File: src/rtl/enigma_pkg.sv
// Shared types and modular arithmetic for the rotor stack.
package enigma_pkg;
    localparam int ALPHA_DEF = 26;
    localparam int BASE_DEF  = 65;
    // Callers zero-extend their IW-bit indices into this width; the upper bits stay zero.
    localparam int MOD_W     = 8;

    typedef enum logic [1:0] {
        IDLE = 2'd0,
        RUN  = 2'd1,
        OUT  = 2'd2
    } state_t;

    function automatic int calc_iw(input int alpha);
        return (alpha <= 2) ? 1 : $clog2(alpha);
    endfunction

    // (a + b) mod m for a, b < m: one add, one conditional subtract
    function automatic logic [MOD_W-1:0] mod_add(input logic [MOD_W-1:0] a,
                                                  input logic [MOD_W-1:0] b,
                                                  input logic [MOD_W-1:0] m);
        logic [MOD_W:0] s;
        s = {1'b0, a} + {1'b0, b};
        if (s >= {1'b0, m}) s = s - {1'b0, m};
        return s[MOD_W-1:0];
    endfunction

    function automatic logic [MOD_W-1:0] mod_sub(input logic [MOD_W-1:0] a,
                                                  input logic [MOD_W-1:0] b,
                                                  input logic [MOD_W-1:0] m);
        logic [MOD_W:0] s;
        s = {1'b0, a} + {1'b0, m} - {1'b0, b};
        if (s >= {1'b0, m}) s = s - {1'b0, m};
        return s[MOD_W-1:0];
    endfunction
endpackage

File: src/rtl/enigma_rotor_cell.sv
// One rotor: wiring/position/step registers, forward and inverse lookup, and
// the wrap flag that carries into the next rotor.
module enigma_rotor_cell import enigma_pkg::*; #(
    parameter int ALPHA = ALPHA_DEF,
    parameter int IW    = calc_iw(ALPHA)
) (
    input  logic                clk,
    input  logic                reset_n,
    input  logic                cfg_we,
    input  logic [ALPHA*IW-1:0] cfg_wiring,
    input  logic [IW-1:0]       cfg_pos,
    input  logic [IW-1:0]       cfg_step,
    input  logic                advance,
    output logic                wrap,
    input  logic [IW-1:0]       idx_in,
    output logic [IW-1:0]       fwd_out,
    output logic [IW-1:0]       inv_out
);
    localparam logic [MOD_W-1:0] M       = MOD_W'(ALPHA);
    localparam logic [IW:0]      ALPHA_X = (IW+1)'(ALPHA);

    logic [ALPHA*IW-1:0] wiring;
    logic [IW-1:0]       pos;
    logic [IW-1:0]       step;
    logic [IW-1:0]       fwd_addr;
    logic [IW-1:0]       inv_j;
    logic                inv_hit;

    always_ff @(posedge clk or negedge reset_n) begin
        if (!reset_n) begin
            wiring <= '0;
            pos    <= '0;
            step   <= '0;
        end else if (cfg_we) begin
            wiring <= cfg_wiring;
            pos    <= cfg_pos;
            step   <= cfg_step;
        end else if (advance) begin
            pos <= IW'(mod_add(MOD_W'(pos), MOD_W'(step), M));
        end
    end

    assign wrap = ({1'b0, pos} + {1'b0, step}) >= ALPHA_X;

    always_comb begin
        fwd_addr = IW'(mod_add(MOD_W'(idx_in), MOD_W'(pos), M));
        fwd_out  = '0;
        for (int k = 0; k < ALPHA; k++) begin
            if (fwd_addr == IW'(k)) fwd_out = wiring[k*IW +: IW];
        end
        // Descending scan so the lowest matching entry wins.
        inv_hit = 1'b0;
        inv_j   = '0;
        for (int j = ALPHA - 1; j >= 0; j--) begin
            if (wiring[j*IW +: IW] == idx_in) begin
                inv_hit = 1'b1;
                inv_j   = IW'(j);
            end
        end
        inv_out = inv_hit ? IW'(mod_sub(MOD_W'(inv_j), MOD_W'(pos), M)) : idx_in;
    end
endmodule

File: src/rtl/enigma_rotor_stack.sv
// Multi-rotor substitution cipher, one rotor per cycle, odometer stepping.
// Optional REFLECTOR_EN adds a reflector slot and a forward/reflect/inverse path.
module enigma_rotor_stack import enigma_pkg::*; #(
    parameter  int NUM_ROTORS = 3,
    parameter  int ALPHA      = ALPHA_DEF,
    parameter  int SYM_W      = 8,
    parameter  int BASE       = BASE_DEF,
    localparam int IW         = calc_iw(ALPHA)
) (
    input  logic                clk,
    input  logic                reset_n,
    input  logic                cfg_we,
    input  logic [2:0]          cfg_sel,
    input  logic [ALPHA*IW-1:0] cfg_wiring,
    input  logic [IW-1:0]       cfg_pos,
    input  logic [IW-1:0]       cfg_step,
    input  logic                in_valid,
    output logic                in_ready,
    input  logic [SYM_W-1:0]    in_sym,
    input  logic                in_dec,
    output logic                out_valid,
    input  logic                out_ready,
    output logic [SYM_W-1:0]    out_sym,
    output logic                busy
);
`ifdef REFLECTOR_EN
    localparam int NUM_CELLS  = NUM_ROTORS + 1;
    localparam int NUM_STAGES = 2 * NUM_ROTORS + 1;
`else
    localparam int NUM_CELLS  = NUM_ROTORS;
    localparam int NUM_STAGES = NUM_ROTORS;
`endif
    localparam int            SW   = $clog2(NUM_STAGES + 1);
    localparam logic [SW-1:0] LAST = SW'(NUM_STAGES - 1);

    state_t            state, state_nxt;
    logic [SW-1:0]     stage_q;
    logic [SYM_W-1:0]  sym_q;
    logic              dec_q;
    logic              oob_q;
    logic [IW-1:0]     idx_q;
    logic [SYM_W-1:0]  out_sym_q;
    logic [IW-1:0]     stage_res;
    logic              in_oob;
    logic [IW-1:0]     in_idx;
    logic              out_hs;

    logic [IW-1:0] fwd_out [NUM_CELLS];
    logic [IW-1:0] inv_out [NUM_CELLS];
    logic          wrap    [NUM_CELLS];
    logic          adv     [NUM_CELLS];
    logic          cell_we [NUM_CELLS];

    assign in_oob = (in_sym < SYM_W'(BASE)) || (in_sym >= SYM_W'(BASE + ALPHA));
    assign in_idx = IW'(in_sym - SYM_W'(BASE));
    assign out_hs = (state == OUT) && out_ready;

    for (genvar c = 0; c < NUM_CELLS; c++) begin : g_cell
        assign cell_we[c] = cfg_we && (state == IDLE) && (int'(cfg_sel) == c);

        // Odometer: only the rotor below us wrapping lets us advance.
        if (c == 0) begin : g_first
            assign adv[c] = out_hs && !oob_q;
        end else if (c < NUM_ROTORS) begin : g_chain
            assign adv[c] = adv[c-1] && wrap[c-1];
        end else begin : g_refl
            assign adv[c] = 1'b0;
        end

        enigma_rotor_cell #(.ALPHA(ALPHA), .IW(IW)) u_cell (
            .clk        (clk),
            .reset_n    (reset_n),
            .cfg_we     (cell_we[c]),
            .cfg_wiring (cfg_wiring),
            .cfg_pos    (cfg_pos),
            .cfg_step   (cfg_step),
            .advance    (adv[c]),
            .wrap       (wrap[c]),
            .idx_in     (idx_q),
            .fwd_out    (fwd_out[c]),
            .inv_out    (inv_out[c])
        );
    end

    always_comb begin
        stage_res = idx_q;
        for (int i = 0; i < NUM_ROTORS; i++) begin
`ifdef REFLECTOR_EN
            if (int'(stage_q) == i) stage_res = fwd_out[i];
            if (int'(stage_q) == NUM_ROTORS + 1 + i) stage_res = inv_out[NUM_ROTORS-1-i];
`else
            if (int'(stage_q) == i) stage_res = dec_q ? inv_out[NUM_ROTORS-1-i] : fwd_out[i];
`endif
        end
`ifdef REFLECTOR_EN
        if (int'(stage_q) == NUM_ROTORS) stage_res = fwd_out[NUM_ROTORS];
`endif
    end

    always_comb begin
        state_nxt = state;
        case (state)
            IDLE:    if (in_valid) state_nxt = RUN;
            RUN:     if (stage_q == LAST) state_nxt = OUT;
            OUT:     if (out_ready) state_nxt = IDLE;
            default: state_nxt = IDLE;
        endcase
    end

    always_ff @(posedge clk or negedge reset_n) begin
        if (!reset_n) begin
            state     <= IDLE;
            stage_q   <= '0;
            sym_q     <= '0;
            dec_q     <= 1'b0;
            oob_q     <= 1'b0;
            idx_q     <= '0;
            out_sym_q <= '0;
        end else begin
            state <= state_nxt;
            case (state)
                IDLE: if (in_valid) begin
                    sym_q   <= in_sym;
                    dec_q   <= in_dec;
                    oob_q   <= in_oob;
                    idx_q   <= in_idx;
                    stage_q <= '0;
                end
                RUN: begin
                    idx_q   <= stage_res;
                    stage_q <= stage_q + SW'(1);
                    if (stage_q == LAST)
                        out_sym_q <= oob_q ? sym_q : SYM_W'(stage_res) + SYM_W'(BASE);
                end
                default: ;
            endcase
        end
    end

    assign in_ready  = (state == IDLE);
    assign busy      = (state != IDLE);
    assign out_valid = (state == OUT);
    assign out_sym   = out_sym_q;
endmodule

File: config.mk
export PLATFORM = sky130hd
export DESIGN_NAME = enigma_rotor_stack
export DESIGN_NICKNAME = d
export VERILOG_FILES = /design/src/rtl/enigma_pkg.sv /design/src/rtl/enigma_rotor_cell.sv /design/src/rtl/enigma_rotor_stack.sv
export SDC_FILE = /design/constraint.sdc
export NUM_CORES = 2
export LEC_CHECK = 0
export BUFFER_PORTS_ARGS = -buffer_cell sky130_fd_sc_hd__buf_2
export CORE_ASPECT_RATIO = 1.4
export CORE_UTILIZATION = 40
export CTS_BUF_LIST = sky130_fd_sc_hd__clkbuf_2
export DETAILED_ROUTE_END_ITERATION = 8
export PLACE_DENSITY = 0.61
export SLEW_MARGIN = 5
export SYNTH_ARGS = -nofsm -noshare
export SYNTH_HDL_FRONTEND = slang
export SYNTH_SLANG_ARGS = --single-unit
File: constraint.sdc
create_clock -name clk -period 7.8 [get_ports clk]
set_clock_uncertainty 0.05 [all_clocks]
set_input_delay 0.78 -clock clk [delete_from_list [all_inputs] [get_ports clk]]
set_output_delay 0.78 -clock clk [all_outputs]
set_load 0.005 [all_outputs]
==> flow_metrics.tcl <==
set metrics [dict create \
    outcome "finished, final reports clean" \
    yosysWarnings 0 \
    seq_area_sq_mm 0.0112 \
    row_count 121 \
    clkTransAtPathRegs_ns 0.12 \
    ys_seq_elements 447 \
    vias_per_cell 5.95 \
    wl_per_cell_microns 26.3 \
    worstPathMaxFanout 22 \
    grt_pass1_wl_microns 189000 \
    setup-tns-final_ns 0 \
    pin_count 168 \
    first_iter_violations 2691 \
    hold_violations 0 \
    synth_cell_types 92 \
    grt_max_degree 167 \
    drv_slew 0 \
    clock-sinks 447 \
    slew_headroom_pct 5.13 \
    clk_path_buf_depth 3 \
    cp_common_cell "o21ai_0" \
    synthCells 3452 \
    startpoint_type "register" \
    max_freq_ghz 0.131 \
    finalCriticalPeriod_ns 7.62 \
    die_x_microns 238 \
    drc 0 \
    portBuffers 167 \
    coreArea_sq_mm 0.0777 \
    rsz0062_at_grt "false" \
    numCtsBuffers 112 \
    maxCapViolCount 0 \
    vias 29300 \
    antenna_found_initial 4 \
    nNetsFinal 4032 \
    period_share_pct 97.7 \
    hpwl_microns 97800 \
    multi_input_area_sq_mm 0.0190 \
    hold_path_class "in -> reg" \
    grt_usage_pct 32.3 \
    fill_cells 7622 \
    dieArea_sq_mm 0.0794 \
    syn_avg_cell_area_sq_um 9.07 \
    cp.required_ns 8.96 \
    wl_microns 130000 \
    worst_pin_slew_ns 1.42 \
    syn_area_sq_mm 0.0313 \
    root_buffer "clkbuf_2" \
    crit_path_max_incr_delay_ns 0.66 \
    critical_path.slowest_cell "dfrtp_4" \
    grt_pass1_vias 28200 \
    yosysSeqAreaShare_pct 35.7 \
    fp.dieH_microns 333 \
    cts_tree "built" \
    drive_gt1_share_pct 20.7 \
    ys_async_sr_fraction_pct 100 \
    setup_viol 0 \
    place.gp.congestion 1.05 \
    start_util_pct 40.3 \
    worstSetupPathType "reg -> reg" \
    end_kind "register" \
    synth_ff_type "dfrtp_1" \
    clock_latency_ns 1.26 \
    first_pass_iters 6 \
    synth-edff-count 0 \
    crit_arrival_ns 8.77 \
    htreeDepth 3 \
    antenna_left 0 \
    overflow 0 \
    areaGrowthSynthToFinish_pct 16.0 \
    synth_nets 3690 \
]
[cell usage after synthesis, types with 25 or more instances]
library cell,instances,area share [%]
dfrtp_1,447,36
nand2_1,566,6.8
a22oi_1,28,0.67
o21ai_0,131,2.1
nor2_1,129,1.5
o211ai_1,32,0.77
a31oi_1,39,0.78
nand3_1,130,2.1
xor2_1,210,5.9
a21oi_1,144,2.3
clkbuf_1,141,1.7
mux2_2,296,11
a21o_1,32,0.77
mux2i_1,68,2.2
ha_1,72,2.9
a221oi_1,25,0.70
nor3_1,129,2.1
buf_2,44,0.70
xnor2_1,223,6.2
inv_1,91,1.1
[cell usage in the layout, fill, tap and decap left out, types with 25 or more instances in the layout]
cell type | Yosys | layout
a31oi_1 | 39 | 39
buf_4 | 0 | 96
a221oi_1 | 25 | 25
o21ai_0 | 131 | 131
ha_1 | 72 | 69
dlygate4sd3_1 | 0 | 161
buf_2 | 44 | 166
dfrtp_1 | 447 | 442
xor2_1 | 210 | 210
a22oi_1 | 28 | 28
nand3_1 | 130 | 130
a21o_1 | 32 | 32
nand2_1 | 566 | 566
a21oi_1 | 144 | 143
nor2_1 | 129 | 129
nor3_1 | 129 | 127
mux2i_1 | 68 | 68
o211ai_1 | 32 | 32
clkinv_1 | 2 | 27
clkbuf_2 | 0 | 161
xnor2_1 | 223 | 223
mux2_2 | 296 | 296
inv_1 | 91 | 91
[what timing repair did]
item | 4_1_cts | 5_1_grt
buffers inserted | 0 | 1
resized for setup | 0 | 5
endpoints found under the setup margin | 0 | 4
hold buffers | 162 | 0
hold endpoints to repair | 616 | 0
[per-stage QoR]
step | setup WS, ns | hold slack, ns | cells | instance area [sq um] | utilization, %
2_1_floorplan | 1.32 | 0.400 | 3452 | 31300 | -
4_1_cts | 0.305 | 0.0611 | 4928 | 36300 | 46.7
5_1_grt | 0.0246 | 0.157 | 4932 | 36300 | 46.7
3_3_place_gp | 0.423 | 0.415 | 4562 | 33500 | 43.2
6_report | 0.182 | 0.188 | 4934 | 36300 | 46.8
3_5_place_dp | 0.333 | 0.420 | 4562 | 33500 | 43.2
[state kept, by name, indices dropped and copies added (netlist names)]
signal	cells
g_cell.u_cell.step	15
stage_q	2
sym_q	8
out_sym	8
oob_q	1
g_cell.u_cell.wiring	390
dec_q	1
idx_q	5
state	2
g_cell.u_cell.pos	15
[worst max-delay path: cells and delay by family, from the launching register on]
| family | cells | cell delay [ns] |
|---|---|---|
| multiplexers | 1 | 0.09 |
| adder cells (fa/ha/maj) | 4 | 1.17 |
| flip-flops | 1 | 0.66 |
| AO/OA/AOI/OAI | 17 | 3.82 |
| XOR/XNOR | 2 | 0.35 |
| buffers and inverters | 2 | 0.12 |
| AND/OR/NAND/NOR | 5 | 1.26 |
[cell type report]
class                   count  area share (%)
repair buffers            431            9.15
inverters                  94           0.972
multi-input cells        2708            52.4
clock inverters            43           0.803
flip-flops and latches    447            30.9
clock buffers             161            2.22
diodes                      5          0.0345
well taps                1045            3.60
[kinds of logic (layout without fill, tap and decap cells)]
| logic type | after synthesis | after routing | synth area share [%] |
|---|---|---|---|
| other | 0 | 5 | 0 |
| muxes | 365 | 365 | 12.9 |
| DFF | 447 | 447 | 35.7 |
| xor gates and xnor gates | 437 | 437 | 12.4 |
| adders and majority gates | 81 | 81 | 3.45 |
| buffers and inverters | 297 | 729 | 3.81 |
| and+or+nand+nor | 1121 | 1121 | 16.2 |
| AOI/OAI and AO/OA | 704 | 704 | 15.6 |
[worst paths after layout]
check                           slack, ns                   start  depth (start not counted)                                 endpoint
worst max-delay path                 0.18    idx_q[0]$_DFFE_PN0P_                         31                   out_sym[5]$_DFFE_PN0P_
worst min-delay path                 0.19          cfg_wiring[23]                          4  g_cell[1].u_cell.wiring[23]$_DFFE_PN0P_
worst max register to register       0.18    idx_q[0]$_DFFE_PN0P_                         31                   out_sym[5]$_DFFE_PN0P_
worst min register to register       0.44  out_sym[7]$_DFFE_PN0P_                          2                   out_sym[7]$_DFFE_PN0P_
max in group asynchronous            5.72                 reset_n                          5  g_cell[2].u_cell.wiring[79]$_DFFE_PN0P_
min in group asynchronous            0.57                 reset_n                          4                     sym_q[7]$_DFFE_PN0P_
[metal layers]
layer | global-route usage, % | part of all wire, % | wire length (microns)
met1 | 38.9 | 39 | 50000
met4 | 21.1 | 7.4 | 9620
met5 | 0 | 0 | 0
met2 | 52.7 | 47 | 61000
met3 | 5.65 | 6.9 | 9010
Power is not shown: default switching activity piles up to over one toggle a cycle in this logic, so the estimate is an artifact.
